### config.mk
export PLATFORM = sky130hd
export DESIGN_NAME = muldiv_unit
export DESIGN_NICKNAME = d
export VERILOG_FILES = /design/src/rtl/muldiv_unit.sv
export SDC_FILE = /design/constraint.sdc
export NUM_CORES = 1
export LEC_CHECK = 0
export BUFFER_PORTS_ARGS = -buffer_cell sky130_fd_sc_hd__buf_2
export CORE_ASPECT_RATIO = 1.1
export CORE_MARGIN = 2
export CORE_UTILIZATION = 25
export CTS_CLUSTER_SIZE = 25
export DETAILED_ROUTE_END_ITERATION = 10
export GPL_TIMING_DRIVEN = 0
export PLACE_DENSITY_LB_ADDON = 0.12
export SYNTH_ARGS = -nofsm -noshare
export SYNTH_HDL_FRONTEND = slang
export SYNTH_SLANG_ARGS = --single-unit
### constraint.sdc
create_clock -name clk -period 5.15 [get_ports clk]
set_input_delay 1.03 -clock clk [delete_from_list [all_inputs] [get_ports clk]]
set_output_delay 1.03 -clock clk [all_outputs]
set_load 0.005 [all_outputs]
### src/rtl/muldiv_unit.sv
// Iterative RV32M multiply/divide unit: one radix-2 step per cycle with a fixed
// 33-cycle latency, writing back through the register-file port signals.
module muldiv_unit (
  input  logic        clk,
  input  logic        rst_n,
  input  logic        start,
  input  logic [2:0]  funct3,
  input  logic [31:0] op_a,
  input  logic [31:0] op_b,
  input  logic [4:0]  rd_in,
  output logic        busy,
  output logic        done,
  output logic [31:0] result,
  output logic [4:0]  rd_out,
  output logic        we
);

  typedef enum logic [1:0] {IDLE, CALC, DONE} state_t;

  state_t      state, nextState;
  logic [4:0]  count;
  logic        setup;
  logic [2:0]  fn;
  logic [31:0] opA, opB, addend;
  logic [4:0]  rdLat;
  logic [63:0] prod;

  logic        isDiv, aSigned, bSigned, negA, negB, divZero, accept;
  logic [31:0] magA, magB;
  logic [32:0] addSum, remShift, diff;
  logic [63:0] stepProd, fullProd;
  logic [31:0] quo, remv, finalRes;

  // Signedness per op; divide ops are signed when funct3[0] is clear.
  always_comb begin
    isDiv   = fn[2];
    aSigned = isDiv ? ~fn[0] : (fn == 3'b001 || fn == 3'b010);
    bSigned = isDiv ? ~fn[0] : (fn == 3'b001);
    negA    = aSigned & opA[31];
    negB    = bSigned & opB[31];
    magA    = negA ? -opA : opA;
    magB    = negB ? -opB : opB;
    divZero = isDiv && (opB == 32'd0);
    accept  = start && (state != CALC);
    busy    = (state == CALC);
  end

  // prod holds {partial product, multiplier} or {remainder, dividend/quotient}.
  always_comb begin
    addSum   = {1'b0, prod[63:32]} + {1'b0, (prod[0] ? addend : 32'd0)};
    remShift = {prod[63:32], prod[31]};
    diff     = remShift - {1'b0, addend};
    if (isDiv) begin
      if (diff[32])
        stepProd = {remShift[31:0], prod[30:0], 1'b0};
      else
        stepProd = {diff[31:0], prod[30:0], 1'b1};
    end else begin
      stepProd = {addSum, prod[31:1]};
    end
  end

  // Sign fix-up on the final step's output, plus divide-by-zero overrides.
  always_comb begin
    fullProd = (negA ^ negB) ? -stepProd : stepProd;
    quo      = stepProd[31:0];
    remv     = stepProd[63:32];
    finalRes = 32'd0;
    case (fn)
      3'b000:                 finalRes = fullProd[31:0];
      3'b001, 3'b010, 3'b011: finalRes = fullProd[63:32];
      3'b100, 3'b101:         finalRes = divZero ? 32'hFFFF_FFFF : ((negA ^ negB) ? -quo : quo);
      default:                finalRes = divZero ? opA : (negA ? -remv : remv);
    endcase
  end

  // The setup cycle spends one CALC cycle loading magnitudes before the 32 steps.
  always_comb begin
    nextState = state;
    case (state)
      IDLE, DONE: nextState = start ? CALC : IDLE;
      CALC:       nextState = (!setup && count == 5'd31) ? DONE : CALC;
      default:    nextState = IDLE;
    endcase
  end

  always_ff @(posedge clk or negedge rst_n) begin
    if (!rst_n) begin
      state  <= IDLE;
      count  <= 5'd0;
      setup  <= 1'b0;
      fn     <= 3'd0;
      opA    <= 32'd0;
      opB    <= 32'd0;
      addend <= 32'd0;
      rdLat  <= 5'd0;
      prod   <= 64'd0;
      done   <= 1'b0;
      we     <= 1'b0;
      result <= 32'd0;
      rd_out <= 5'd0;
    end else begin
      state <= nextState;
      done  <= (nextState == DONE);
      we    <= (nextState == DONE) && (rdLat != 5'd0);
      if (accept) begin
        fn    <= funct3;
        opA   <= op_a;
        opB   <= op_b;
        rdLat <= rd_in;
        count <= 5'd0;
        setup <= 1'b1;
      end else if (state == CALC) begin
        if (setup) begin
          setup  <= 1'b0;
          prod   <= {32'd0, (isDiv ? magA : magB)};
          addend <= isDiv ? magB : magA;
        end else begin
          prod  <= stepProd;
          count <= count + 5'd1;
          if (count == 5'd31) begin
            result <= finalRes;
            rd_out <= rdLat;
          end
        end
      end
    end
  end

endmodule

Yosys cells after proc, flatten, opt, wreduce, memory -nomap -nowiden:

Index checks and enable logic that the tools add are counted.

* register bits after elaboration: 215
* bits in read-only memories: 0
* bits of input ports: 75
* logic and storage cells: 80
* latch bits: 0
* output and inout bits: 40
* RAM bits: 0
* memories kept: 0

* equality and inequality tests: 11
* multipliers: 0
* reductions and logical operators: 18
* add/sub/neg operators: 8
* bitwise operators: 6
* order comparisons: 0
* shifts and indexed selects: 0
* multiplexer cells: 24
* divide/modulo/power cells: 0

Operator list (count)
* 32-bit two-way mux: 9
* 64-bit two-way mux: 4
* 32-bit negation: 4
* 32-bit case mux with 3 select lines: 1
* 64-bit negation: 1
* 32-bit by 32-bit adder with 33-bit output: 1
* 33-bit by 32-bit subtractor with 33-bit output: 1
* 32-bit logical NOT: 1
* 5-bit two-way mux: 3
* 3-bit by 2-bit equality test with 1-bit output, second input constant: 2
* 3-bit equality test, second input constant: 2
* 5-bit by 1-bit adder with 5-bit output, second input constant: 1
* 5-bit equality test, second input constant: 1
* 1-bit two-way mux: 5
* 5-bit nonzero test: 1
* 2-bit equality test, second input constant: 2
* 1-bit logical AND: 4
* 2-bit by 1-bit inequality test with 1-bit output, second input constant: 2
* 2-bit case mux with 2 select lines: 1
* 2-bit AND reduction: 2
* 4-bit AND reduction: 1
* 2-bit OR reduction: 2
* 3-bit by 1-bit equality test with 1-bit output, second input constant: 1
* 3-bit logical NOT: 1
* other kinds (11): 14

Longest topological paths before layout:

Gate-level depths: netlist (run 1).

* word-level depth: 8
* gate-level depth with buffers: 26
* depth with buffers taken out: 22

Worst setup path after synthesis (run 1):

OpenSTA, ideal clock, no wires.

* path type: reg-to-reg
* from: register prod[56]
* to: register result[30]
* setup time: 65 ps
* buffers on the path: 5
* arrival time: 5403 ps
* stages on the path, launching flop included: 26
* path slack: -318 ps
* data required time: 5085 ps
* period minus slack after synthesis: 5468 ps
* path through: dfrtp_1 > ha_1 > buf_6 > a211oi_2 > o21ba_2 > o211ai_2 > a221o_1 > buf_4 > nor3_4 > buf_2 > nor2_2 > clkbuf_1 > nand2_1 > a21boi_0 > ha_1 > o211ai_1 > nor3_1 > and3_1 > and2_1 > nor2b_1 > clkbuf_1 > and3_1 > nand4_1 > or4_1 > a41o_1 > nand2_1

* longest elaborated chain between the ends: 7
* elaborated cells on any way between the ends: 13
* classes of those cells: 5 x add/sub; 8 x mux

RTL lines
* from (decl): line 26 `logic [63:0] prod;`
* from (signal assigned): line 116 `prod <= {32'd0, (isDiv ? magA : magB)};`
* from (signal assigned): line 119 `prod <= stepProd;`
* 33-bit by 32-bit subtractor with 33-bit output: line 52 `diff = remShift - {1'b0, addend};`
* 64-bit two-way mux: line 54 `if (diff[32])`
* 64-bit two-way mux *: line 53 `if (isDiv) begin`
* 32-bit negation (on tied branches): line 73, 72
* 32-bit two-way mux (on tied branches) (2 in series): line 73, 72
* 32-bit case mux with 3 select lines *: line 69 `case (fn)`
* to (signal assigned): line 122 `result <= finalRes;`
* to (decl): line 13 `output logic [31:0] result,`

Mark *: on every way between the ends. The rest lies on a longest branch, timed or not.
A chain may end at the register's enable or synchronous reset.

Final worst setup path (run 1):

* from: register addend[25]
* to: register result[28]

* longest elaborated chain between the ends: 7
* elaborated cells on any way between the ends: 14
* classes of those cells: 5 x add/sub; 9 x mux

RTL lines
* from (decl): line 24 `logic [31:0] opA, opB, addend;`
* from (signal assigned): line 117 `addend <= isDiv ? magB : magA;`
* 33-bit by 32-bit subtractor with 33-bit output or 32-bit two-way mux (tied branches): line 52, 50
* 64-bit two-way mux or 32-bit by 32-bit adder with 33-bit output (tied branches): line 54, 50
* 64-bit two-way mux *: line 53
* 32-bit negation (on tied branches): line 73, 72
* 32-bit two-way mux (on tied branches) (2 in series): line 73, 72
* 32-bit case mux with 3 select lines *: line 69

Marked as above.

==> results of run 1 <==
registers in the layout, indices dropped and copies added, names as in the netlist:
register	count
rd_out	5
state	2
opB	32
we	1
opA	32
prod	64
addend	32
done	1
count	5
result	32
setup	1
rdLat	5
fn	3
final cells by class:
cell class,instances,area [um2],share of cell area (%)
Antenna cell,1,2.50,0.0106
Buffer,147,747,3.17
Clock buffer,39,801,3.40
Clock inverter,11,133,0.563
Inverter,63,240,1.02
Multi-Input combinational cell,1989,13800,58.5
Sequential cell,215,5410,23.0
Tap cell,1026,1280,5.45
Timing Repair Buffer,184,1170,4.95
kinds of logic (layout without fill, tap and decap cells):
family,Yosys count,after routing,share of synthesized area (%)
simple gates,836,836,21.3
compound gates,774,774,25.9
buf+inv,217,444,4.56
flops,215,215,27.8
xor+xnor,155,155,7.03
mux,153,153,8.66
fa+ha+maj,71,71,4.67
other cells,0,1,0
through the flow:
step	cell area (um2)	cells	TNS, ns
floorplan	19300	2421	0
global placement	21200	3561	-292.50
detailed placement	21300	3566	-91.13
CTS	23100	3656	0
global route	23500	3674	-0.141
finish	23600	3675	0
critical path, delay by kind of cell (launching register included):
kind / cells / cell delay (ns)
buffers and inverters: 6 / 0.77
AND/OR/NAND/NOR: 9 / 1.84
adder cells (fa/ha/maj): 2 / 0.35
flip-flops: 1 / 0.47
AO/OA/AOI/OAI: 8 / 1.58
timing repair:
action,4_1_cts,5_1_grt
pin swaps,29,33
hold buffers,0,0
hold endpoints to repair,0,0
setup endpoints to repair,86,34
buffers inserted,43,22
resized for setup,132,90
per-layer routing:
| metal | routed length (um) | track usage (%) |
|---|---|---|
| met5 | 27 | 0 |
| met1 | 44500 | 34.4 |
| met3 | 7280 | 3.38 |
| met2 | 48300 | 42.6 |
| met4 | 5380 | 10.6 |
worst min-delay path by stage:
stage | end
floorplan | addend[19]
global placement | result[12]
detailed placement | result[12]
CTS | rdLat[3]
global route | rd_out[3]
finish | rd_out[3]
cells in the mapped netlist (22+ instances only):
master | count | area (um2)
nor2_1 | 235 | 882
nand2_1 | 227 | 852
dfrtp_1 | 215 | 5380
o21ai_0 | 200 | 1000
a21oi_1 | 185 | 926
clkbuf_1 | 108 | 405
mux2_2 | 93 | 1050
xor2_1 | 83 | 727
xnor2_1 | 72 | 631
nor3_1 | 70 | 350
ha_1 | 69 | 863
inv_1 | 62 | 233
a31oi_1 | 59 | 369
mux2i_1 | 57 | 571
and2_1 | 53 | 332
nand3_1 | 41 | 205
a211oi_1 | 37 | 278
nand4_1 | 35 | 219
a21o_1 | 29 | 218
or3_1 | 29 | 181
buf_2 | 26 | 130
nor4_1 | 26 | 163
o211ai_1 | 26 | 195
o21a_1 | 25 | 188
a221oi_1 | 22 | 193
a22o_1 | 22 | 193
==> results.yml, run 1 <==
clock_tree:
  clock_latency_ns: 0.59
  cts_root_buf: "clkbuf_16"
  numCtsBuffers: 27
  cts_tree: "built"
  cts.path.max_buffers: 3
  clk_pin_slew_worst_paths_ns: 0.06
  cts.sink_count: 215
  h-tree-depth: 1
worst_setup_path:
  worstPathArrival_ns: 5.63
  crit_slowest_cell: "or4b_1"
  slowest_delay_ns: 0.59
  crit_path_frequent_cell: "buf_6"
  required_ns: 5.63
  startpoint: "addend[25]"
  regToRegSetupSlack_ns: 0.002
  timing.rr.start: "addend[25]"
  r2r_end: "result[28]"
  cp_max_fo: 7
  critPathCapture: "result[28]"
  worstSetupPathType: "flip-flop to flip-flop"
  worstSetupEndpointType: "flip-flop"
  startpoint_type: "flip-flop"
  r2r_cells: 25
placed_design:
  gp_congestion: 0.984
  port_buffers: 114
  place_hpwl_um: 83800
  pre_cts_ws_ns: -2.43
yosys:
  syn_area_per_cell_um2: 7.98
  ys_ff_latch: 215
  synth_edf_count: 0
  ys_seq_area_share_pct: 27.8
  async_reset_ff_share_pct: 100
  syn-num-nets: 2567
  synth_ff_type: "dfrtp_1"
  ys_warn_count: 0
  syn_inst: 2421
  synth_cell_types: 96
  netlist_area_um2: 19300
route:
  vias_per_cell: 5.71
  drcViolationCount: 0
  drt_iter0_drc: 2274
  final_antenna_net_count: 0
  avgRoutedWirePerCell_um: 28.7
  drt_wl_total_um: 105000
  firstDrtPassIters: 5
  num_vias: 20978
grt:
  first_global_vias: 20481
  grt_antenna_before_repair: 3
  grt_max_degree: 83
  grt_pass1_wl_um: 149000
  track_usage_pct: 26.0
  grt_overflow: 0
worst_hold_path:
  worstHoldPathType: "input pin to asynchronous set/reset pin"
status:
  status: "complete, no violations"
floorplan:
  die_width_um: 269
  start_util_pct: 25.3
  core_um2: 76300
  die_h_um: 296
  ios: 115
  rows: 106
  die_area_um2: 79500
final_layout:
  fin_nets: 2773
  final_common_cell: "nor2_1"
  drive_above_1_share_pct: 20.7
  finish.utilization_pct: 30.9
  nFillCells: 8284
  syn2layout_area_growth_pct: 21.9
  final_cell_mix: "nor2_1 (231), nand2_1 (225), o21ai_0 (194), dfrtp_1 (190), a21oi_1 (169)"
sta:
  hold_viol: 0
  min_period_over_period_pct: 100
  rsz0062_at_grt: "yes"
  worst_slack_ns: 0.00223
  min_period_ns: 5.15
  fmax_ghz: 0.194
  maxSlewViolCount: 0
  setup_viol: 0
  whs_ns: 0.363
  skew_ns: 0.0166
  worstMarginPinSlew_ns: 1.37
  slew_headroom_pct: 8.16
job:
  maxCapViolations: 0
Power of run 1 is left out: the tool's default activity adds up to more than one toggle a clock period on the data nets, which glitch-free logic cannot reach.
==> run 2: changes to the inputs <==
--- a/config.mk
+++ b/config.mk
@@ -12,7 +12,6 @@
 export CTS_CLUSTER_SIZE = 25
 export DETAILED_ROUTE_END_ITERATION = 10
 export GPL_TIMING_DRIVEN = 0
-export PLACE_DENSITY_LB_ADDON = 0.12
 export SYNTH_ARGS = -nofsm -noshare
 export SYNTH_HDL_FRONTEND = slang
 export SYNTH_SLANG_ARGS = --single-unit
==> results.yml, run 2 (synthesis results as in run 1) <==
clock_tree:
  cts.path.max_buffers: 3
  h-tree-depth: 1
  clock_latency_ns: 0.59
  cts_tree: "built"
  cts.sink_count: 215
  cts_root_buf: "clkbuf_16"
  numCtsBuffers: 26
  postCtsHoldBufs: 0
  clk_pin_slew_worst_paths_ns: 0.06
sta:
  skew_ns: 0.0147
  hold_viol: 0
  worstMarginPinSlew_ns: 1.39
  min_period_ns: 5.22
  fmax_ghz: 0.191
  maxSlewViolCount: 0
  worst_slack_ns: -0.0725
  min_period_over_period_pct: 101
  rsz0062_at_grt: "yes"
  setup_viol: 2
  slew_headroom_pct: 7.00
worst_setup_path:
  cp_max_fo: 17
  crit_path_frequent_cell: "buf_6"
  worstSetupEndpointType: "flip-flop"
  slowest_delay_ns: 0.48
  cp_cell_sequence: "buf_4 > buf_6 > buf_6 > buf_6 > buf_4 > buf_4 > buf_4 > buf_6 > buf_6 > mux2i_4 > ha_4 > o211ai_1 > nor3_4 > and3_4 > and2_4 > nor2b_4 > buf_8 > and3_4 > nand4_1 > or4_1 > a41o_1 > nand2_1"
  startpoint_type: "flip-flop"
  crit_slowest_cell: "or4_1"
  regToRegSetupSlack_ns: -0.07
  worstPathArrival_ns: 5.74
  required_ns: 5.67
  worstSetupPathType: "flip-flop to flip-flop"
route:
  drcViolationCount: 0
  avgRoutedWirePerCell_um: 25.5
  drt_iter0_drc: 2357
  num_vias: 21180
  drt_wl_total_um: 93500
  vias_per_cell: 5.77
  firstDrtPassIters: 8
  final_antenna_net_count: 0
worst_hold_path:
  worstHoldPathType: "input pin to asynchronous set/reset pin"
final_layout:
  stdcell_area_um2: 23400
  largest_register_ffs: 64
  final_cell_mix: "nor2_1 (234), nand2_1 (225), o21ai_0 (196), dfrtp_1 (193), a21oi_1 (173)"
  regMostFlops: "prod"
  drive_above_1_share_pct: 19.5
  nFillCells: 8265
  fin_nets: 2771
  syn2layout_area_growth_pct: 21.1
  final_common_cell: "nor2_1"
floorplan:
  core_um2: 76300
  die_area_um2: 79500
  ios: 115
  start_util_pct: 25.3
  die_h_um: 296
  die_width_um: 269
  rows: 106
grt:
  grt_overflow: 0
  grt_max_degree: 119
  first_global_vias: 20072
  track_usage_pct: 22.9
  grt_antenna_before_repair: 4
  grt_pass1_wl_um: 135000
placed_design:
  pre_cts_ws_ns: -2.29
  gp_congestion: 1.04
  place_hpwl_um: 73500
  port_buffers: 114
  dpl_cell_area_um2: 21300
status:
  violations: "negative setup slack"
  status: "complete, but fails checks"
job:
  maxCapViolations: 0
==> run 2: cell count changes in the layout (fill, tap and decap cells not counted), moves of 4 or more <==
cell,previous run,this run
clkbuf_8,8,12
clkbuf_2,12,8
nor4_2,9,5
clkbuf_1,93,97
a21oi_1,169,173
==> run 2: area by class of cell <==
cell class / count / area (um2) / area share (%)
multi-input combinational: 1989 / 13700 / 58.5
sequential: 215 / 5410 / 23.1
tap: 1026 / 1280 / 5.48
timing repair buffer: 183 / 1150 / 4.91
clock buffer: 39 / 820 / 3.50
buffer: 147 / 707 / 3.02
inverter: 63 / 236 / 1.01
clock inverter: 8 / 106 / 0.454
antenna: 1 / 2.50 / 0.0107
==> run 2: metrics by stage <==
step | TNS [ns] | std cells | util [%] | hold slack [ns]
finish | -0.0890 | 3671 | 30.7 | 0.203
global route | -0.344 | 3670 | 30.7 | 0.190
CTS | -0.00248 | 3644 | 30.1 | 0.177
detailed placement | -58.65 | 3564 | 27.9 | 0.476
global placement | -252.17 | 3561 | 27.8 | 0.472
floorplan | 0 | 2421 | - | 0.463
==> run 2: critical path, delay by kind of cell (launching register included) <==
family                     cells  cell delay [ns]
and+or+nand+nor                8             1.70
buffers and inverters         10             2.18
muxes                          1             0.32
DFF                            1             0.32
adders and majority gates      1             0.19
AOI/OAI and AO/OA              2             0.42
==> run 2: final timing paths <==
check | endpoint | cells past startpoint | startpoint
min in group clk | result[12] | 1 | result[12]
min | opA[6] | 1 | rst_n
max in group asynchronous | prod[56] | 3 | rst_n
min reg2reg | result[12] | 1 | result[12]
max reg2reg | result[30] | 22 | fn[2]
max | result[30] | 22 | fn[2]
==> run 2: what timing repair did <==
item | CTS | global route
endpoints found under the setup margin | 81 | 29
pin swaps | 25 | 22
setup buffers | 35 | 31
resized for setup | 120 | 62
==> run 2: layer usage <==
layer	vias to the layer above	wire length, um	track usage, %
li1	9381	-	-
met1	10249	37400	29.6
met2	1222	40900	35.9
met3	324	7940	3.75
met4	4	7160	13.7
met5	-	29	0
Power of run 2 is left out for the same reason.
==> run 3: changes to the inputs <==
--- a/config.mk
+++ b/config.mk
@@ -5,6 +5,7 @@
 export SDC_FILE = /design/constraint.sdc
 export NUM_CORES = 1
 export LEC_CHECK = 0
+export ABC_AREA = 1
 export BUFFER_PORTS_ARGS = -buffer_cell sky130_fd_sc_hd__buf_2
 export CORE_ASPECT_RATIO = 1.1
 export CORE_MARGIN = 2
@@ -12,6 +13,7 @@
 export CTS_CLUSTER_SIZE = 25
 export DETAILED_ROUTE_END_ITERATION = 10
 export GPL_TIMING_DRIVEN = 0
+export MAX_ROUTING_LAYER = met4
 export SYNTH_ARGS = -nofsm -noshare
 export SYNTH_HDL_FRONTEND = slang
 export SYNTH_SLANG_ARGS = --single-unit
==> results.yml, run 3 <==
status:
  status: "complete, no violations"
placed_design:
  gp_congestion: 1.07
  pre_cts_ws_ns: -0.322
  place_hpwl_um: 82200
  port_buffers: 114
yosys:
  synthTopCellsByCount: "nand2_1 (1071), inv_1 (446), nor2_1 (344), nand3_1 (279), o21ai_0 (258)"
  syn_area_per_cell_um2: 6.04
  yosysMostFrequentCell: "nand2_1"
  synth_ff_type: "dfrtp_1"
  synth_edf_count: 0
  async_reset_ff_share_pct: 100
  syn_inst: 3326
  ys_seq_area_share_pct: 26.8
  ys_ff_latch: 215
  yosysTopAreaCell: "dfrtp_1"
  synthTopCellsByArea: "dfrtp_1 (27%), nand2_1 (20%), inv_1 (8.3%)"
  synth_cell_types: 54
  syn-num-nets: 3472
  netlist_area_um2: 20100
  synth_top_area_share_pct: 26.8
  ys_warn_count: 0
worst_setup_path:
  critical-path-top-delay-family: "simple AND/OR/NAND/NOR gates"
  worstPathArrival_ns: 5.35
  slowest_delay_ns: 0.48
  cp_num_buf_inv: 4
  crit_slowest_cell: "dfrtp_1"
  required_ns: 5.64
  cp_max_fo: 5
  crit_path_frequent_cell: "nand2_1"
  worstSetupEndpointType: "flip-flop"
  worstSetupPathType: "flip-flop to flip-flop"
  startpoint_type: "flip-flop"
final_layout:
  syn2layout_area_growth_pct: 14.7
  fin_nets: 3620
  final_common_cell: "nand2_1"
  regMostFlops: "prod"
  final_cell_mix: "nand2_1 (1070), inv_1 (445), nor2_1 (338), nand3_1 (277), o21ai_0 (255)"
  drive_above_1_share_pct: 8.53
  largest_register_ffs: 64
route:
  drcViolationCount: 0
  final_antenna_net_count: 0
  avgRoutedWirePerCell_um: 21.7
  num_vias: 22876
  vias_per_cell: 5.03
  drt_wl_total_um: 98600
  firstDrtPassIters: 6
  drt_iter0_drc: 2393
clock_tree:
  cts.sink_count: 215
  cts_tree: "built"
  clock_latency_ns: 0.61
  cts_root_buf: "clkbuf_16"
  numCtsBuffers: 27
  h-tree-depth: 1
  cts.path.max_buffers: 3
  clk_pin_slew_worst_paths_ns: 0.07
grt:
  track_usage_pct: 24.1
  grt_antenna_before_repair: 2
  first_global_vias: 21130
  grt_max_degree: 111
  grt_overflow: 0
  grt_pass1_wl_um: 142000
sta:
  worstMarginPinSlew_ns: 1.05
  min_period_ns: 4.87
  slew_headroom_pct: 29.2
  worst_slack_ns: 0.282
  rsz0062_at_grt: "no"
  setup_tns_ns: 0
  fmax_ghz: 0.205
  hold_viol: 0
  min_period_over_period_pct: 94.5
  maxSlewViolCount: 0
  skew_ns: 0.0263
  setup_viol: 0
floorplan:
  start_util_pct: 25.1
  die_h_um: 301
  core_um2: 79900
  ios: 115
  die_area_um2: 82600
  rows: 109
  die_width_um: 274
job:
  maxCapViolations: 0
worst_hold_path:
  worstHoldPathType: "input pin to asynchronous set/reset pin"
run 3: changes by cell type after synthesis, moves of 29 or more:
| cell | before | now |
|---|---|---|
| a211oi_1 | 37 | 0 |
| a21oi_1 | 185 | 109 |
| a31oi_1 | 59 | 5 |
| and2_1 | 53 | 2 |
| inv_1 | 62 | 446 |
| mux2_2 | 93 | 0 |
| mux2i_1 | 57 | 0 |
| nand2_1 | 227 | 1071 |
| nand3_1 | 41 | 279 |
| nor2_1 | 235 | 344 |
| nor3_1 | 70 | 26 |
| o21ai_0 | 200 | 258 |
| or3_1 | 29 | 0 |
| xnor2_1 | 72 | 18 |
run 3: path summary, 6_finish.rpt:
check                      startpoint          to  slack, ns  cells past startpoint
min reg2reg                 rd_out[0]   rd_out[0]       0.47                      2
max                        addend[23]   result[4]       0.28                     26
max in group asynchronous       rst_n  addend[27]       3.55                      2
min in group clk            rd_out[0]   rd_out[0]       0.47                      2
min                             rst_n        done       0.47                      1
max reg2reg                addend[23]   result[4]       0.28                     26
run 3: logic make-up after synthesis:
family	share of synthesized area (%)
adders and majority gates	4.50
and+or+nand+nor	39.0
buffers and inverters	11.2
DFF	26.8
AOI/OAI and AO/OA	14.4
xor gates and xnor gates	4.10
run 3: area by class of cell:
| class | instances | area, um2 |
|---|---|---|
| Inverter | 459 | 1720 |
| Clock inverter | 13 | 168 |
| Sequential cell | 215 | 5380 |
| Antenna cell | 1 | 2.50 |
| Tap cell | 1054 | 1320 |
| Buffer | 119 | 523 |
| Multi-Input combinational cell | 2532 | 12500 |
| Fill cell | 9152 | 56900 |
| Clock buffer | 34 | 732 |
| Timing Repair Buffer | 120 | 646 |
run 3: layer usage:
layer / share of wire [%] / up-vias / track usage [%]
met3: 7.3 / 229 / 2.74
met2: 45 / 1020 / 37.6
met5: 0 / - / -
met1: 41 / 10678 / 30.1
li1: - / 10949 / -
met4: 7.1 / 0 / 14.0
run 3: repair_timing:
item / CTS / global route
buffers inserted: 3 / 2
setup endpoints to repair: 12 / 26
endpoints found under the hold margin: 0 / 0
hold buffers: 0 / 0
pin swaps: 1 / 2
gates resized for setup: 7 / 21
run 3: stage by stage:
stage               util (%)  hold slack [ns]  std cells  instance area, um2
floorplan                  -            0.434       3326               20100
global placement        27.5            0.455       4494               22000
detailed placement      27.5            0.459       4495               22000
CTS                     28.7            0.470       4545               22900
global route            28.8            0.498       4547               23000
finish                  28.8            0.469       4547               23000
Power of run 3 is left out for the same reason.
